### config.mk
export PLATFORM = sky130hd
export DESIGN_NAME = conv_acc_seq
export DESIGN_NICKNAME = d
export VERILOG_FILES = /design/src/rtl/conv_acc_seq.sv
export SDC_FILE = /design/constraint.sdc
export NUM_CORES = 1
export LEC_CHECK = 0
export ABC_AREA = 1
export BUFFER_PORTS_ARGS = -buffer_cell sky130_fd_sc_hd__buf_2
export CELL_PAD_IN_SITES_DETAIL_PLACEMENT = 1
export CELL_PAD_IN_SITES_GLOBAL_PLACEMENT = 2
export CORE_MARGIN = 2
export CORE_UTILIZATION = 17
export DETAILED_ROUTE_END_ITERATION = 16
export HOLD_SLACK_MARGIN = 0.05
export PLACE_DENSITY = 0.84
export REMOVE_ABC_BUFFERS = 1
export SLEW_MARGIN = 20
export SYNTH_ARGS = -nofsm -noshare
export SYNTH_HDL_FRONTEND = slang
export SYNTH_SLANG_ARGS = --single-unit
### constraint.sdc
create_clock -name clk -period 1.4 [get_ports clk]
set_input_delay 0.07 -clock clk [delete_from_list [all_inputs] [get_ports clk]]
set_output_delay 0.07 -clock clk [all_outputs]
set_load 0.005 [all_outputs]
### src/rtl/conv_acc_seq.sv
// Window accumulator sequencer: streams TAPS sign-magnitude products through one shared
// registered adder and hands the zero-normalized window sum downstream.
module conv_acc_seq #(
  parameter int unsigned WIDTH = 9,
  parameter int unsigned TAPS  = 9
) (
  input  logic                 clk,
  input  logic                 rst_n,
  input  logic                 in_valid,
  output logic                 in_ready,
  input  logic [2*WIDTH-1:0]   in_data,
  output logic [2*WIDTH-1:0]   add_a,
  output logic [2*WIDTH-1:0]   add_b,
  input  logic [2*WIDTH-1:0]   add_sum,
  output logic                 out_valid,
  input  logic                 out_ready,
  output logic [2*WIDTH-1:0]   out_data,
  output logic                 busy
);

  localparam int unsigned DW   = 2 * WIDTH;
  localparam int unsigned CntW = (TAPS > 1) ? $clog2(TAPS) : 1;
  localparam logic [CntW-1:0] LastCnt = CntW'(TAPS - 1);

  typedef enum logic [1:0] {
    StIdle,
    StAcc,
    StDrain,
    StHold
  } state_e;

  state_e          state;
  logic [CntW-1:0] cnt;
  logic            accept;
  logic [DW-1:0]   sum_norm;

  assign in_ready = (state == StIdle) || (state == StAcc);
  assign accept   = in_valid && in_ready;
  assign busy     = (state != StIdle);

  // Negative zero can survive the adder (equal-magnitude cancellation); clear it on output.
  always_comb begin
    sum_norm = add_sum;
    if (add_sum[DW-2:0] == '0) begin
      sum_norm[DW-1] = 1'b0;
    end
  end

  // Outside IDLE a stall adds +0 so the adder keeps recirculating the running sum.
  always_comb begin
    add_a = '0;
    add_b = '0;
    if (accept) begin
      add_a = in_data;
      add_b = (cnt == '0) ? '0 : add_sum;
    end else if (state != StIdle) begin
      add_b = add_sum;
    end
  end

  always_ff @(posedge clk) begin
    if (!rst_n) begin
      state     <= StIdle;
      cnt       <= '0;
      out_valid <= 1'b0;
      out_data  <= '0;
    end else begin
      unique case (state)
        StIdle: begin
          if (accept) begin
            if (TAPS <= 1) begin
              cnt   <= '0;
              state <= StDrain;
            end else begin
              cnt   <= CntW'(1);
              state <= StAcc;
            end
          end
        end
        StAcc: begin
          if (accept) begin
            if (cnt == LastCnt) begin
              cnt   <= '0;
              state <= StDrain;
            end else begin
              cnt <= cnt + CntW'(1);
            end
          end
        end
        StDrain: begin
          out_data  <= sum_norm;
          out_valid <= 1'b1;
          state     <= StHold;
        end
        StHold: begin
          if (out_ready) begin
            out_valid <= 1'b0;
            state     <= StIdle;
          end
        end
        default: begin
          state <= StIdle;
          cnt   <= '0;
        end
      endcase
    end
  end

endmodule

# Word-level counts from Yosys, hierarchy flattened
# Cells that the tools add are included.
[totals]
word_cells = 40
romBits = 0
regBits = 25
latchBits = 0
mem_count = 0
out_inout_bits = 57
ram_bits = 0
[op_classes]
n_eq_ne = 8
n_addsub = 1
n_mux = 16
mul = 0
n_shift = 0
order_cmp = 0
bitwise = 0
n_div = 0
reduce_logical = 11
[ops]
columns = ["cell", "count"]
rows = [
  ["$mux 18", 4],
  ["$logic_not 17->1", 1],
  ["$mux 4", 3],
  ["$mux 2", 4],
  ["$pmux 2 s4", 1],
  ["$pmux 4 s2", 1],
  ["$ne 2x2->1 const B", 3],
  ["$reduce_bool 2->1", 3],
  ["$add 4x1->4 const B", 1],
  ["$eq 2x2->1 const B", 2],
  ["$eq 4x4->1 const B", 1],
  ["$logic_not 4->1", 1],
  ["$reduce_and 4->1", 1],
  ["$reduce_and 3->1", 1],
  ["$eq 2x1->1 const B", 1],
  ["$logic_not 2->1", 1],
  ["$mux 1", 2],
  ["$ne 2x1->1 const B", 1],
  ["$pmux 1 s2", 1],
  ["$reduce_and 2->1", 1],
  ["$logic_and 1x1->1", 1],
  ["$logic_or 1x1->1", 1],
]

# Depth between registers and ports, before layout
[depth]
ltp_word = 5
mapped_depth = 8

# Worst setup path before layout
# Ideal clock, no wire load.
[synth_path]
kind = "register -> output"
from = "reg state[1]"
to = "out add_b[0]"
path_buffers = 1
path_slack_ns = -0.045
arrival_ns = 1.375
stages_incl_launch_ff = 9
cell_sequence = "dfxtp_1 -> inv_1 -> ha_1 -> nor2_1 -> nor2_4 -> nand3_2 -> o21ai_2 -> buf_6 -> nor2_1"
[synth_via]
elab_chain_len = 4
elab_cells_between_ends = 7
[synth_lines]
columns = ["item", "line_no", "source"]
rows = [
  ["start: declaration", "32", "state_e state;"],
  ["start signal: assignment", "63", "state <= StIdle;"],
  ["start signal: assignment", "73", "state <= StDrain;"],
  ["start signal: assignment", "76", "state <= StAcc;"],
  ["$eq 2x1->1 or $logic_not 2->1 (tied branches)", "37", "assign in_ready = (state == StIdle) || (state == StAcc);"],
  ["$logic_or 1x1->1", "37", ""],
  ["$logic_and 1x1->1", "38", "assign accept = in_valid && in_ready;"],
  ["$mux 18 *", "53", "if (accept) begin"],
  ["end: declaration", "13", "output logic [2*WIDTH-1:0] add_b,"],
]
# Mark *: on every way between the ends. The rest lies on a longest branch, timed or not.

# Worst setup path in the final report
[layout_path]
from = "reg state[0]"
to = "out add_a[5]"
[layout_via]
elab_chain_len = 4
elab_cells_between_ends = 5
[layout_lines]
columns = ["item", "line_no", "source"]
rows = [
  ["$eq 2x1->1 or $logic_not 2->1 (tied branches)", "37", ""],
  ["$logic_or 1x1->1 *", "37", ""],
  ["$logic_and 1x1->1 *", "38", ""],
  ["$mux 18 *", "53", ""],
  ["end: declaration", "12", "output logic [2*WIDTH-1:0] add_a,"],
]
# Marked as above.

==> results by group <==
Outcome
  – Status: complete, but fails checks
  – Failing checks: negative setup slack

Clock network
  – Clock network latency to the later pin of the worst-skew pair: 0.27 ns
  – Maximum root-to-sink buffer count: 2
  – CTS hold repair buffers: 0
  – Total number of H-tree levels: 1
  – Root buffer cell: sky130_fd_sc_hd__clkbuf_8
  – Num CTS Buffers: 3
  – Clock sinks: 25
  – TritonCTS clock tree: built
  – Worst-path clk slew: 0.10 ns

Layout
  – Layout area overhead: 81.8%
  – Fraction of final layout cells sized beyond drive strength 1: 53.1%
  – Sequential standard cell area: 504 µm²
  – Final non-filler cell area: 2490 µm²
  – Layout Nets: 372
  – Area taken by multi-input logic gates: 878 µm²
  – Number of antenna cells inserted: 0
  – Number of cells in the finished layout apart from fillers: 426
  – # fillers: 978

Drt
  – Detailed-route DRC error count: 0
  – Number of nets still failing antenna checks after routing: 0
  – Final WL: 5.28 mm
  – Iter 0 DRT Violations: 26
  – Vias: 1739
  – Number of vias per cell: 4.08
  – Detailed-route wire length per cell: 12.4 µm
  – First-pass iteration count of the detailed router: 4

Floorplanning
  – Chip Width: 93.8 µm
  – Y dimension of the die: 93.8 µm
  – Count of pins on the block boundary: 97
  – Row count: 32
  – Core area: 7770 µm²
  – Initial Util: 17.7%
  – Die area: 8800 µm²

GRT
  – Initial antenna violation count: 0
  – Number of global-route vias before repair: 1738
  – Aggregate global routing overflow: 0
  – Largest net degree at the start of global routing: 27
  – Wire length of the first global-routing pass: 8.01 mm
  – Overall global routing resource usage: 11.1%

Timing
  – Portion of the clock cycle consumed by the worst path in the final layout: 119%
  – Max-slew violation total from the final report: 0
  – Min Tclk post-route: 1.67 ns
  – Hold slack: 0.0581 ns
  – Worst slew margin relative to its limit: 71.7%
  – Count of final hold-check violations: 0
  – Worst-Margin Slew: 0.424 ns
  – Setup repair after global routing missed its margin: yes
  – Number of setup violations in the final report: 39
  – Fin Clk Skew: 0.00383 ns
  – Maximum clock frequency: 598 MHz
  – Final worst setup slack: -0.271 ns

Synth
  – Synth top area share: 36.5%
  – Flip-flop and latch count after synthesis: 25
  – Sequential-to-total area share from yosys stat: 36.5%
  – Library cell occupying the most area in the post-synthesis netlist: sky130_fd_sc_hd__dfxtp_1
  – Number of warnings printed during yosys synthesis: 0
  – Cells after synthesis: 213
  – Unique masters post-synth: 19
  – Synthesized area per cell: 6.44 µm²
  – Total standard cell area after synthesis: 1370 µm²
  – Top cells by area, synth: sky130_fd_sc_hd__dfxtp_1 (36%), sky130_fd_sc_hd__inv_1 (13%), sky130_fd_sc_hd__nor2_1 (13%)

Critical path
  – Number of cells on the worst reg-to-reg path: 10
  – CP startpoint: state[0]$_SDFFE_PN0P_
  – Worst setup path end: add_a[5]
  – Worst flop-to-flop path endpoint: cnt[3]$_SDFFE_PN0P_
  – Reg-to-reg startpoint: state[0]$_SDFFE_PN0P_
  – Worst Path Max Fanout: 5
  – Endpoint type of the worst setup path: output port
  – Setup crit start kind: flop
  – Flop-to-flop setup slack: -0.12 ns
  – Required time of the worst setup path: 1.33 ns
  – Setup CP Type: reg2out
  – Arrival time of data at the critical path endpoint: 1.60 ns

Place
  – Routability congestion estimate: 0.732
  – Total cell area at the placement stage: 2050 µm²
  – Placed cells: 415
  – Worst setup slack after placement: -0.106 ns
  – HPWL reported at the end of detailed placement: 3.78 mm
  – Number of I/O port buffers: 96

Min path
  – Worst min-delay path category: in2reg

Power
  – P_leak: 1.33 nW
  – Power density over the cells: 1710 nW/µm²
  – Overall power after layout: 4.25 mW
  – Largest vdd supply drop: 0.519 mV

Job
  – Max-cap viol count: 0
[cells by family (layout without fill, tap and decap cells)]
logic type	Yosys count	count (layout)	synth area share (%)
adders and majority gates	7	7	6.39
DFF	25	25	36.5
and+or+nand+nor	78	78	23.1
buffers and inverters	57	168	16.4
xor gates and xnor gates	1	1	0.639
AOI/OAI and AO/OA	45	45	17.0
[synthesized netlist by cell type]
cell type / count
sky130_fd_sc_hd__inv_2: 1
sky130_fd_sc_hd__o21ai_0: 19
sky130_fd_sc_hd__nor2_1: 48
sky130_fd_sc_hd__a31oi_1: 1
sky130_fd_sc_hd__nor3_1: 2
sky130_fd_sc_hd__nand3_1: 6
sky130_fd_sc_hd__xor2_1: 1
sky130_fd_sc_hd__buf_6: 1
sky130_fd_sc_hd__inv_1: 48
sky130_fd_sc_hd__dfxtp_1: 25
sky130_fd_sc_hd__a21oi_1: 23
sky130_fd_sc_hd__o21a_1: 1
sky130_fd_sc_hd__clkbuf_1: 4
sky130_fd_sc_hd__nand3_2: 1
sky130_fd_sc_hd__nand2_1: 20
sky130_fd_sc_hd__o21ai_2: 1
sky130_fd_sc_hd__nor2_4: 1
sky130_fd_sc_hd__ha_1: 7
sky130_fd_sc_hd__buf_2: 3
[per-layer routing]
layer	track usage [%]	vias up	share of wire, %
met2	19.7	77	48
li1	-	867	-
met1	13.7	791	42
met4	2.17	0	0.53
met5	0	-	0
met3	2.73	4	9.0
[report_power, final]
part / total (mW) / switching (mW) / internal, mW
registers: 1.05 / 0.120 / 0.933
clock network: 0.446 / 0.247 / 0.199
logic: 2.75 / 1.40 / 1.35
total: 4.25 / 1.77 / 2.48
[how the worst min path moves through the flow]
stage                     from                  endpoint  slack (ns)  depth (start not counted)
floorplan             in_valid       cnt[0]$_SDFFE_PN0P_        0.18                          1
global placement     out_ready    out_valid$_SDFFE_PN0P_        0.34                          4
detailed placement  add_sum[4]  out_data[4]$_SDFFE_PN0P_        0.35                          3
CTS                 add_sum[4]  out_data[4]$_SDFFE_PN0P_        0.05                          3
global route        add_sum[7]  out_data[7]$_SDFFE_PN0P_        0.07                          3
finish               out_ready    out_valid$_SDFFE_PN0P_        0.06                          4
[final cells by class]
class                   instances  share of cell area [%]
clock inverters                 1                   0.201
multi-input cells             131                    35.2
inverters                      49                    7.98
well taps                     102                    5.12
repair buffers                115                    29.6
clock buffers                   3                    1.66
flip-flops and latches         25                    20.2
[stage by stage]
step	setup TNS, ns	utilization, %
floorplan	-1.14	-
global placement	-1.30	26.4
detailed placement	-2.70	26.4
CTS	-7.43	28.7
global route	-12.16	32.1
finish	-8.56	32.1
[registers in the layout, summed over array words and instances, names as in the netlist]
signal     cells
out_data      18
cnt            4
out_valid      1
state          2
[placed cells by master (no fill, tap or decap)]
cell type and count:
sky130_fd_sc_hd__buf_2 96, sky130_fd_sc_hd__dfxtp_1 22, sky130_fd_sc_hd__o21ai_1 1, sky130_fd_sc_hd__buf_4 6, sky130_fd_sc_hd__clkinv_2 1, sky130_fd_sc_hd__ha_2 1, sky130_fd_sc_hd__o21ai_4 1, sky130_fd_sc_hd__o21ai_2 1
sky130_fd_sc_hd__xor2_1 1, sky130_fd_sc_hd__o21a_1 1, sky130_fd_sc_hd__buf_12 2, sky130_fd_sc_hd__nand3_1 6, sky130_fd_sc_hd__clkinv_8 1, sky130_fd_sc_hd__a21oi_1 20, sky130_fd_sc_hd__nor2_1 16, sky130_fd_sc_hd__inv_4 1
sky130_fd_sc_hd__nor2_4 18, sky130_fd_sc_hd__ha_4 2, sky130_fd_sc_hd__buf_16 1, sky130_fd_sc_hd__inv_1 46, sky130_fd_sc_hd__buf_6 7, sky130_fd_sc_hd__buf_8 1, sky130_fd_sc_hd__clkbuf_8 3, sky130_fd_sc_hd__ha_1 4
sky130_fd_sc_hd__a31oi_1 1, sky130_fd_sc_hd__nor3_1 2, sky130_fd_sc_hd__nand2_1 15, sky130_fd_sc_hd__nand2_4 1, sky130_fd_sc_hd__a21oi_2 3, sky130_fd_sc_hd__clkbuf_16 2, sky130_fd_sc_hd__nand3_2 1, sky130_fd_sc_hd__nor2_2 15
sky130_fd_sc_hd__inv_2 1, sky130_fd_sc_hd__o21ai_0 17, sky130_fd_sc_hd__nand2_2 4, sky130_fd_sc_hd__dfxtp_2 3
[critical path, cell delays in order (launching register included)]
cell and delay [ns]:
sky130_fd_sc_hd__dfxtp_2 0.36, sky130_fd_sc_hd__buf_6 0.10, sky130_fd_sc_hd__ha_4 0.14, sky130_fd_sc_hd__nor2_4 0.05, sky130_fd_sc_hd__nor2_4 0.10, sky130_fd_sc_hd__buf_6 0.14
sky130_fd_sc_hd__clkinv_8 0.07, sky130_fd_sc_hd__clkbuf_16 0.16, sky130_fd_sc_hd__nor2_1 0.09, sky130_fd_sc_hd__buf_2 0.12
[what timing repair did]
item | 4_1_cts | 5_1_grt
hold endpoints to repair | 0 | 0
cloned | 1 | 3
buffers inserted | 3 | 4
setup endpoints to repair | 42 | 57
gates resized for setup | 26 | 64
pin swaps | 2 | 5
(Power assumes the default switching activity.)
